**config.mk**
```make
export PLATFORM = sky130hd
export DESIGN_NAME = truth_table_scanner_flat
export DESIGN_NICKNAME = d
export VERILOG_FILES = /design/src/rtl/truth_table_scanner_if.sv /design/src/rtl/truth_table_scanner.sv /design/src/flat_wrapper.sv
export SDC_FILE = /design/constraint.sdc
export NUM_CORES = 1
export LEC_CHECK = 0
export CORE_ASPECT_RATIO = 1.2
export CORE_MARGIN = 3
export CORE_UTILIZATION = 35
export CTS_BUF_LIST = sky130_fd_sc_hd__clkbuf_4
export CTS_CLUSTER_DIAMETER = 150
export CTS_CLUSTER_SIZE = 8
export DETAILED_ROUTE_END_ITERATION = 8
export PLACE_DENSITY = 0.56
export SYNTH_ARGS = -nofsm -noshare
export SYNTH_HDL_FRONTEND = slang
export SYNTH_SLANG_ARGS = --single-unit
```
**constraint.sdc**
```tcl
create_clock -name clk -period 5.15 [get_ports clk]
set_clock_uncertainty 0.15 [all_clocks]
set_input_delay 0.515 -clock clk [delete_from_list [all_inputs] [get_ports clk]]
set_output_delay 0.515 -clock clk [all_outputs]
set_load 0.02 [all_outputs]
```
**src/rtl/truth_table_scanner_if.sv**
```systemverilog
// Bus between the truth-table scanner and whoever owns the block under scan.
// TT_FIRST_HIT_EN adds the first-hit outputs to the bus.
interface truth_table_scanner_if #(parameter int NUM_IN = 6);
   // start is a request, taken only when the scanner is idle and abort is low;
   // busy covers the scan and done is a one-cycle completion strobe.
   // Results stay valid from done until the next accepted start.
   logic                     start;
   logic                     abort;
   logic                     y_in;
   logic [NUM_IN-1:0]        vec_out;
   logic                     busy;
   logic                     done;
   logic [NUM_IN:0]          ones_count;
   logic [(1<<NUM_IN)-1:0]   table_out;
`ifdef TT_FIRST_HIT_EN
   logic                     first_hit_valid;
   logic [NUM_IN-1:0]        first_hit_idx;

   modport master (output start, abort, y_in,
                   input  vec_out, busy, done, ones_count, table_out,
                          first_hit_valid, first_hit_idx);
   modport slave  (input  start, abort, y_in,
                   output vec_out, busy, done, ones_count, table_out,
                          first_hit_valid, first_hit_idx);
`else
   modport master (output start, abort, y_in,
                   input  vec_out, busy, done, ones_count, table_out);
   modport slave  (input  start, abort, y_in,
                   output vec_out, busy, done, ones_count, table_out);
`endif
endinterface

```
**src/rtl/truth_table_scanner.sv**
```systemverilog
// Walks every input vector of a NUM_IN-input combinational block and records its truth table.
// Optional feature macro: TT_FIRST_HIT_EN (reports the lowest vector with y_in=1).
module truth_table_scanner #(
   parameter int NUM_IN = 6,
   parameter int SETTLE = 1
) (
   input  logic                  clk,
   input  logic                  rst,
   truth_table_scanner_if.slave  bus,
   output logic [1:0]            state_dbg
);
   typedef enum logic [1:0] {IDLE = 2'd0, WAIT = 2'd1, SAMPLE = 2'd2, DONE = 2'd3} state_t;

   localparam logic [3:0]        SETTLE_LAST = 4'((SETTLE > 0) ? SETTLE - 1 : 0);
   localparam logic [NUM_IN-1:0] VEC_LAST    = {NUM_IN{1'b1}};
   // With no settle time the scan bypasses WAIT entirely.
   localparam state_t            AFTER_DRIVE = (SETTLE == 0) ? SAMPLE : WAIT;

   state_t                   state;
   logic [3:0]               cnt;
   logic [NUM_IN-1:0]        vec_r;
   logic                     busy_r;
   logic                     done_r;
   logic [NUM_IN:0]          ones_r;
   logic [(1<<NUM_IN)-1:0]   tbl_r;
`ifdef TT_FIRST_HIT_EN
   logic                     fh_valid_r;
   logic [NUM_IN-1:0]        fh_idx_r;
`endif

   always_ff @(posedge clk) begin
      if (rst) begin
         state  <= IDLE;
         cnt    <= '0;
         vec_r  <= '0;
         busy_r <= 1'b0;
         done_r <= 1'b0;
         ones_r <= '0;
         tbl_r  <= '0;
`ifdef TT_FIRST_HIT_EN
         fh_valid_r <= 1'b0;
         fh_idx_r   <= '0;
`endif
      end else begin
         case (state)
            IDLE: begin
               if (bus.start && !bus.abort) begin
                  vec_r  <= '0;
                  tbl_r  <= '0;
                  ones_r <= '0;
                  busy_r <= 1'b1;
                  cnt    <= '0;
`ifdef TT_FIRST_HIT_EN
                  fh_valid_r <= 1'b0;
                  fh_idx_r   <= '0;
`endif
                  state <= AFTER_DRIVE;
               end
            end
            WAIT: begin
               if (bus.abort) begin
                  busy_r <= 1'b0;
                  state  <= IDLE;
               end else if (cnt == SETTLE_LAST) begin
                  state <= SAMPLE;
               end else begin
                  cnt <= cnt + 4'd1;
               end
            end
            SAMPLE: begin
               // An abort discards this cycle's sample; partial results stay visible.
               if (bus.abort) begin
                  busy_r <= 1'b0;
                  state  <= IDLE;
               end else begin
                  tbl_r[vec_r] <= bus.y_in;
                  ones_r       <= ones_r + {{NUM_IN{1'b0}}, bus.y_in};
`ifdef TT_FIRST_HIT_EN
                  if (bus.y_in && !fh_valid_r) begin
                     fh_valid_r <= 1'b1;
                     fh_idx_r   <= vec_r;
                  end
`endif
                  if (vec_r == VEC_LAST) begin
                     busy_r <= 1'b0;
                     done_r <= 1'b1;
                     state  <= DONE;
                  end else begin
                     vec_r <= vec_r + NUM_IN'(1);
                     cnt   <= '0;
                     state <= AFTER_DRIVE;
                  end
               end
            end
            DONE: begin
               done_r <= 1'b0;
               state  <= IDLE;
            end
            default: state <= IDLE;
         endcase
      end
   end

   assign bus.vec_out    = vec_r;
   assign bus.busy       = busy_r;
   assign bus.done       = done_r;
   assign bus.ones_count = ones_r;
   assign bus.table_out  = tbl_r;
`ifdef TT_FIRST_HIT_EN
   assign bus.first_hit_valid = fh_valid_r;
   assign bus.first_hit_idx   = fh_idx_r;
`endif
   assign state_dbg = state;
endmodule

```
**src/flat_wrapper.sv**
```systemverilog
// flat-port wrapper written by rule: the top's interface ports become plain ports
module truth_table_scanner_flat 
#(
   parameter int NUM_IN = 6,
   parameter int SETTLE = 1
)
  (clk, rst, state_dbg, bus_start, bus_abort, bus_y_in, bus_vec_out, bus_busy, bus_done, bus_ones_count, bus_table_out);
  truth_table_scanner_if #(.NUM_IN(NUM_IN)) bus_i ();
  input  logic clk;
  input  logic rst;
  output logic [1:0] state_dbg;
  input wire logic [$bits(bus_i.start)-1:0] bus_start;
  input wire logic [$bits(bus_i.abort)-1:0] bus_abort;
  input wire logic [$bits(bus_i.y_in)-1:0] bus_y_in;
  output wire logic [$bits(bus_i.vec_out)-1:0] bus_vec_out;
  output wire logic [$bits(bus_i.busy)-1:0] bus_busy;
  output wire logic [$bits(bus_i.done)-1:0] bus_done;
  output wire logic [$bits(bus_i.ones_count)-1:0] bus_ones_count;
  output wire logic [$bits(bus_i.table_out)-1:0] bus_table_out;
  assign bus_i.start = bus_start;
  assign bus_i.abort = bus_abort;
  assign bus_i.y_in = bus_y_in;
  assign bus_vec_out = bus_i.vec_out;
  assign bus_busy = bus_i.busy;
  assign bus_done = bus_i.done;
  assign bus_ones_count = bus_i.ones_count;
  assign bus_table_out = bus_i.table_out;
  truth_table_scanner #(.NUM_IN(NUM_IN), .SETTLE(SETTLE)) u_core (.clk(clk), .rst(rst), .bus(bus_i), .state_dbg(state_dbg));
endmodule
```
## Word-level counts from Yosys, hierarchy flattened

Index checks and enable logic that the tools add are counted.

- Bits of input ports: 5
- Word-level logic and storage cells: 72
- Register bits after elaboration: 85
- Output and inout bits: 81

- Add/sub/neg operators: 3
- Magnitude comparators: 2
- Multiplexer cells: 33
- Equality and inequality tests: 13
- Reductions and logical operators: 14

Operator list:

| cell | count |
|---|---|
| $mux 64 | 2 |
| $pmux 64 s2 | 1 |
| $bwmux 64 | 1 |
| $mux 4 | 5 |
| $mux 6 | 3 |
| $mux 7 | 2 |
| $pmux 7 s2 | 1 |
| $pmux 4 s3 | 1 |
| $pmux 6 s2 | 1 |
| $mux 2 | 5 |
| $ne 2x2->1 const B | 5 |
| $pmux 2 s4 | 1 |
| $reduce_and 4->1 | 2 |
| $add 7x1->7 | 1 |
| $lt 6x7->1 const B | 1 |
| $mux 1 | 7 |
| $add 6x1->6 const B | 1 |
| $demux 1 s6 | 1 |
| $eq 6x6->1 const B | 1 |
| $ge 6x1->1 const B | 1 |
| $ne 3x2->1 const B | 2 |
| $reduce_and 3->1 | 2 |
| $reduce_and 6->1 | 1 |
| $add 4x1->4 const B | 1 |
| other kinds (12) | 16 |

## Depth between registers and ports, before layout

- Word-level depth: 7
- Depth in mapped cells: 9
- Depth with buffers taken out: 6

## Worst setup path after synthesis

OpenSTA, ideal clock, no wires.

- Kind: register -> register
- From: register u_core.state[0] (netlist: u_core.state_dbg[0])
- To: register u_core.tbl_r[35] (netlist: u_core.bus.table_out[35])
- Data required time: 4.869 ns
- Arrival: 1.871 ns
- Period minus slack after synthesis: 2.153 ns
- Cell stages (with the launch flop): 10
- Slack: 2.997 ns
- Path through: dfxtp_1 inv_1 ha_1 buf_6 mux2_4 nand2_2 buf_6 buf_6 o311ai_1 o41ai_1

- Word-level cells in the longest chain between the ends: 3
- Elaborated cells between the ends (all ways): 7
- Those cells by class: eq/ne: 3; mux: 1; reduce/logical: 3

RTL lines:

| item | RTL line | source |
|---|---|---|
| from (decl) | truth_table_scanner.sv:19 | `state_t state;` |
| from (signal assigned) | truth_table_scanner.sv:33 | `state <= IDLE;` |
| from (signal assigned) | truth_table_scanner.sv:57 | `state <= AFTER_DRIVE;` |
| from (signal assigned) | truth_table_scanner.sv:63 | `state <= IDLE;` |
| $eq 2x2->1 / $logic_not 2->1 (equally long branches) | truth_table_scanner.sv:45 | `case (state)` |
| $ne 2x2->1 (no source line) (tied with other cells) | -- |  |
| $reduce_and 3->1 (no source line) | -- |  |
| to (signal, indexed assignment) | truth_table_scanner.sv:76 | `tbl_r[vec_r] <= bus.y_in;` |
| to (decl) | truth_table_scanner.sv:25 | `logic [(1<<NUM_IN)-1:0] tbl_r;` |

Parallel ways exist; a longest one is shown, timed or not.
A chain may end at the register's enable or synchronous reset.

## Final worst setup path

- From: register u_core.vec_r[2] (netlist: u_core.bus.vec_out[2])
- To: output port bus_vec_out[2]

RTL lines:

| item | RTL line | source |
|---|---|---|
| from (decl) | truth_table_scanner.sv:21 | `logic [NUM_IN-1:0] vec_r;` |
| from (signal assigned) | truth_table_scanner.sv:89 | `vec_r <= vec_r + NUM_IN'(1);` |
| to (decl) | flat_wrapper.sv:15 | `output wire logic [$bits(bus_i.vec_out)-1:0] bus_vec_out;` |

No word-level cell between the ends.

==> flow_metrics.py <==
metrics = {
    "detailed_routing": {
        "drt-total-wl_um": 11400,
        "num_vias": 3733,
        "drtIter0Drc": 326,
        "drc": 0,
        "post_drt_via_cell_ratio": 5.74,
        "ant_nets": 0,
        "drt_first_pass_iters": 6,
        "wl_per_cell_um": 17.5,
    },
    "power": {
        "power.density_nw_per_um2": 234,
        "p_sw_mw": 0.336,
        "p_leak_nw": 1.62,
        "p_seq_frac": 0.562,
        "power.internal_mw": 0.850,
        "comb_power_share": 0.101,
        "vdd_drop_max_mv": 0.101,
        "power_mw": 1.19,
        "clock_power_share": 0.336,
        "switching_share": 0.283,
    },
    "global_routing": {
        "overflow": 0,
        "antenna_found_initial": 0,
        "grt_usage": 0.173,
        "top_usage_layer": "met2",
        "globalRouteMet1Util": 0.238,
        "grt_pass1_wl_um": 18700,
        "grt_util_met3": 0.0363,
        "met2_usage": 0.266,
        "grt_max_degree": 51,
        "grt_pass1_vias": 3493,
    },
    "final_layout": {
        "final_cell_mix": "clkdlybuf4s50_1 (85), dfxtp_1 (85), o31ai_1 (30), o211ai_1 (29), nand2_1 (25)",
        "final_nets": 506,
        "diodes": 0,
        "area_delta_synth_final_pct": 23.8,
        "stdcell_count": 650,
        "drive_gt1_frac": 0.0786,
    },
    "placed_design": {
        "pre_cts_ws_ns": 2.14,
        "dpl.hpwl_um": 7530,
        "numPortBuffers": 85,
        "routabilityCongestion": 0.773,
        "placed_cells": 634,
    },
    "setup_path": {
        "arrival_ns": 2.07,
        "slowest_stage": "dfxtp_1",
        "r2r_end": "u_core.bus.table_out[46]$_SDFFE_PP0P_",
        "path_cells": "clkdlybuf4s50_1",
        "worstSetupEndpointType": "output port",
        "cp_data_required_time_ns": 4.49,
        "r2r_start": "u_core.state_dbg[0]$_SDFFE_PP0P_",
        "reg2reg_depth": 6,
        "crit_family": "flip-flops",
        "worst-path-buf-inv": 1,
        "crit_fanout": 23,
        "r2r_slack_ns": 2.46,
        "crit_type": "register to output port",
        "slowest_delay_ns": 0.86,
        "critPathLaunchType": "register",
    },
    "sta": {
        "rsz0062_at_grt": "no",
        "tns_ns": 0,
        "layout_setup_ws_ns": 2.41,
        "hold_viol_final": 0,
        "period_minus_slack_ns": 2.74,
        "clock.fmax_mhz": 365,
        "finalSetupViolations": 0,
        "worst_pin_slew_ns": 0.857,
        "final_max_slew_viol_count": 0,
        "fin_crit_sh": 0.532,
        "max_slew_margin": 0.427,
    },
    "cts": {
        "cts_hold_buf": 0,
        "clock-sinks": 85,
        "root_buffer": "clkbuf_4",
        "cts_buffer_depth": 2,
        "postCtsSetupRepairBufs": 0,
        "ctsResizeCount": 0,
        "clock_latency_ns": 0.45,
        "cts_tree": "done",
        "cts_htree_levels": 3,
        "clk_pin_slew_ns": 0.15,
        "cts_buffers": 9,
    },
    "logic_synthesis": {
        "syn-num-nets": 454,
        "synth_warnings": 0,
        "ys_async_sr_fraction": 0,
        "synth_edf_count": 0,
        "ys.flop_type": "dfxtp_1",
        "ys_seq_elements": 85,
        "synth-seq-area-share": 0.415,
        "ys_types": 60,
        "syn_inst": 439,
        "avgSynthCellArea_um2": 9.33,
        "netlist_area_um2": 4100,
    },
    "worst_hold_path": {
        "hp-start": "u_core.bus.table_out[57]$_SDFFE_PP0P_",
        "min-delay-path-class": "register to register",
        "whs_path_depth": 2,
        "hold_end": "u_core.bus.table_out[57]$_SDFFE_PP0P_",
    },
    "floorplanning": {
        "fp.dieW_um": 105,
        "die_area_um2": 13000,
        "initial_core_util": 0.364,
        "dieHeight_um": 125,
        "io_pins": 86,
        "rows": 42,
        "coreArea_um2": 11200,
    },
    "outcome": {
        "outcome": "complete, no violations",
    },
    "job": {
        "cap_violations": 0,
    },
}
[through the flow]
| step | hold slack, ns | util | cell area, µm² |
|---|---|---|---|
| 2_1_floorplan | 0.331 | - | 4100 |
| 3_3_place_gp | 0.305 | 0.438 | 4930 |
| 3_5_place_dp | 0.318 | 0.438 | 4930 |
| 4_1_cts | 0.337 | 0.451 | 5070 |
| 5_1_grt | 0.378 | 0.451 | 5070 |
| 6_report | 0.336 | 0.451 | 5070 |
[cell families after synthesis]
group                      after synthesis  share of synthesized area
DFF                                     85                      0.415
AOI/OAI and AO/OA                      169                      0.312
adders and majority gates               10                     0.0305
muxes                                    2                    0.00611
and+or+nand+nor                        111                      0.161
xor gates and xnor gates                 3                    0.00642
buffers and inverters                   59                     0.0690
[registers in the layout, summed over array words and instances (netlist names)]
register and flops:
u_core.bus.vec_out 6, u_core.bus.busy 1, u_core.bus.done 1, u_core.cnt 4, u_core.bus.ones_count 7, u_core.bus.table_out 64
u_core.state_dbg 2
[cell usage after synthesis, types with 9 or more instances]
| library cell | instances | area share |
|---|---|---|
| dfxtp_1 | 85 | 0.42 |
| o31ai_1 | 30 | 0.055 |
| o211ai_1 | 29 | 0.053 |
| clkbuf_1 | 28 | 0.026 |
| nand2_1 | 25 | 0.023 |
| o21ai_0 | 24 | 0.029 |
| o41ai_1 | 18 | 0.038 |
| a21oi_1 | 17 | 0.021 |
| o311ai_0 | 14 | 0.030 |
| buf_2 | 13 | 0.016 |
| nor2_1 | 12 | 0.011 |
| a32o_1 | 11 | 0.027 |
| nand3_1 | 11 | 0.013 |
| ha_1 | 10 | 0.031 |
| inv_1 | 9 | 0.0082 |
[layer usage]
layer | wire length [µm] | share of wire
met1 | 5390 | 0.47
met2 | 5170 | 0.45
met3 | 593 | 0.052
met4 | 223 | 0.020
met5 | 0 | 0
[power by group through the flow]
stage          combinational [mW]  sequential, mW  clock, mW
2_1_floorplan              0.0922           0.684          0
5_1_grt                     0.133           0.668      0.434
4_1_cts                     0.120           0.667      0.412
3_3_place_gp                0.119           0.681          0
6_report                    0.120           0.667      0.399
3_5_place_dp                0.120           0.681          0
[cell type report]
| class | count | area, µm² |
|---|---|---|
| clock inverter | 7 | 73.8 |
| timing repair buffer | 89 | 881 |
| multi-input combinational | 295 | 2110 |
| fill | 1161 | 6180 |
| clock buffer | 9 | 67.6 |
| inverter | 11 | 41.3 |
| sequential | 85 | 1700 |
| tap | 154 | 193 |
[worst max path at each step]
stage / startpoint / endpoint / slack, ns / cells past startpoint
2_1_floorplan: u_core.state_dbg[0]$_SDFFE_PP0P_ / u_core.bus.table_out[35]$_SDFFE_PP0P_ / 3.00 / 9
3_3_place_gp: bus_abort / u_core.bus.table_out[51]$_SDFFE_PP0P_ / 2.21 / 5
3_5_place_dp: bus_abort / u_core.bus.table_out[6]$_SDFFE_PP0P_ / 2.14 / 5
4_1_cts: u_core.bus.vec_out[2]$_SDFFE_PP0P_ / bus_vec_out[2] / 2.42 / 1
5_1_grt: u_core.state_dbg[1]$_SDFFE_PP0P_ / u_core.bus.table_out[21]$_SDFFE_PP0P_ / 2.14 / 6
6_report: u_core.bus.vec_out[2]$_SDFFE_PP0P_ / bus_vec_out[2] / 2.41 / 1
No activity file was read; power rests on OpenSTA's default activity.
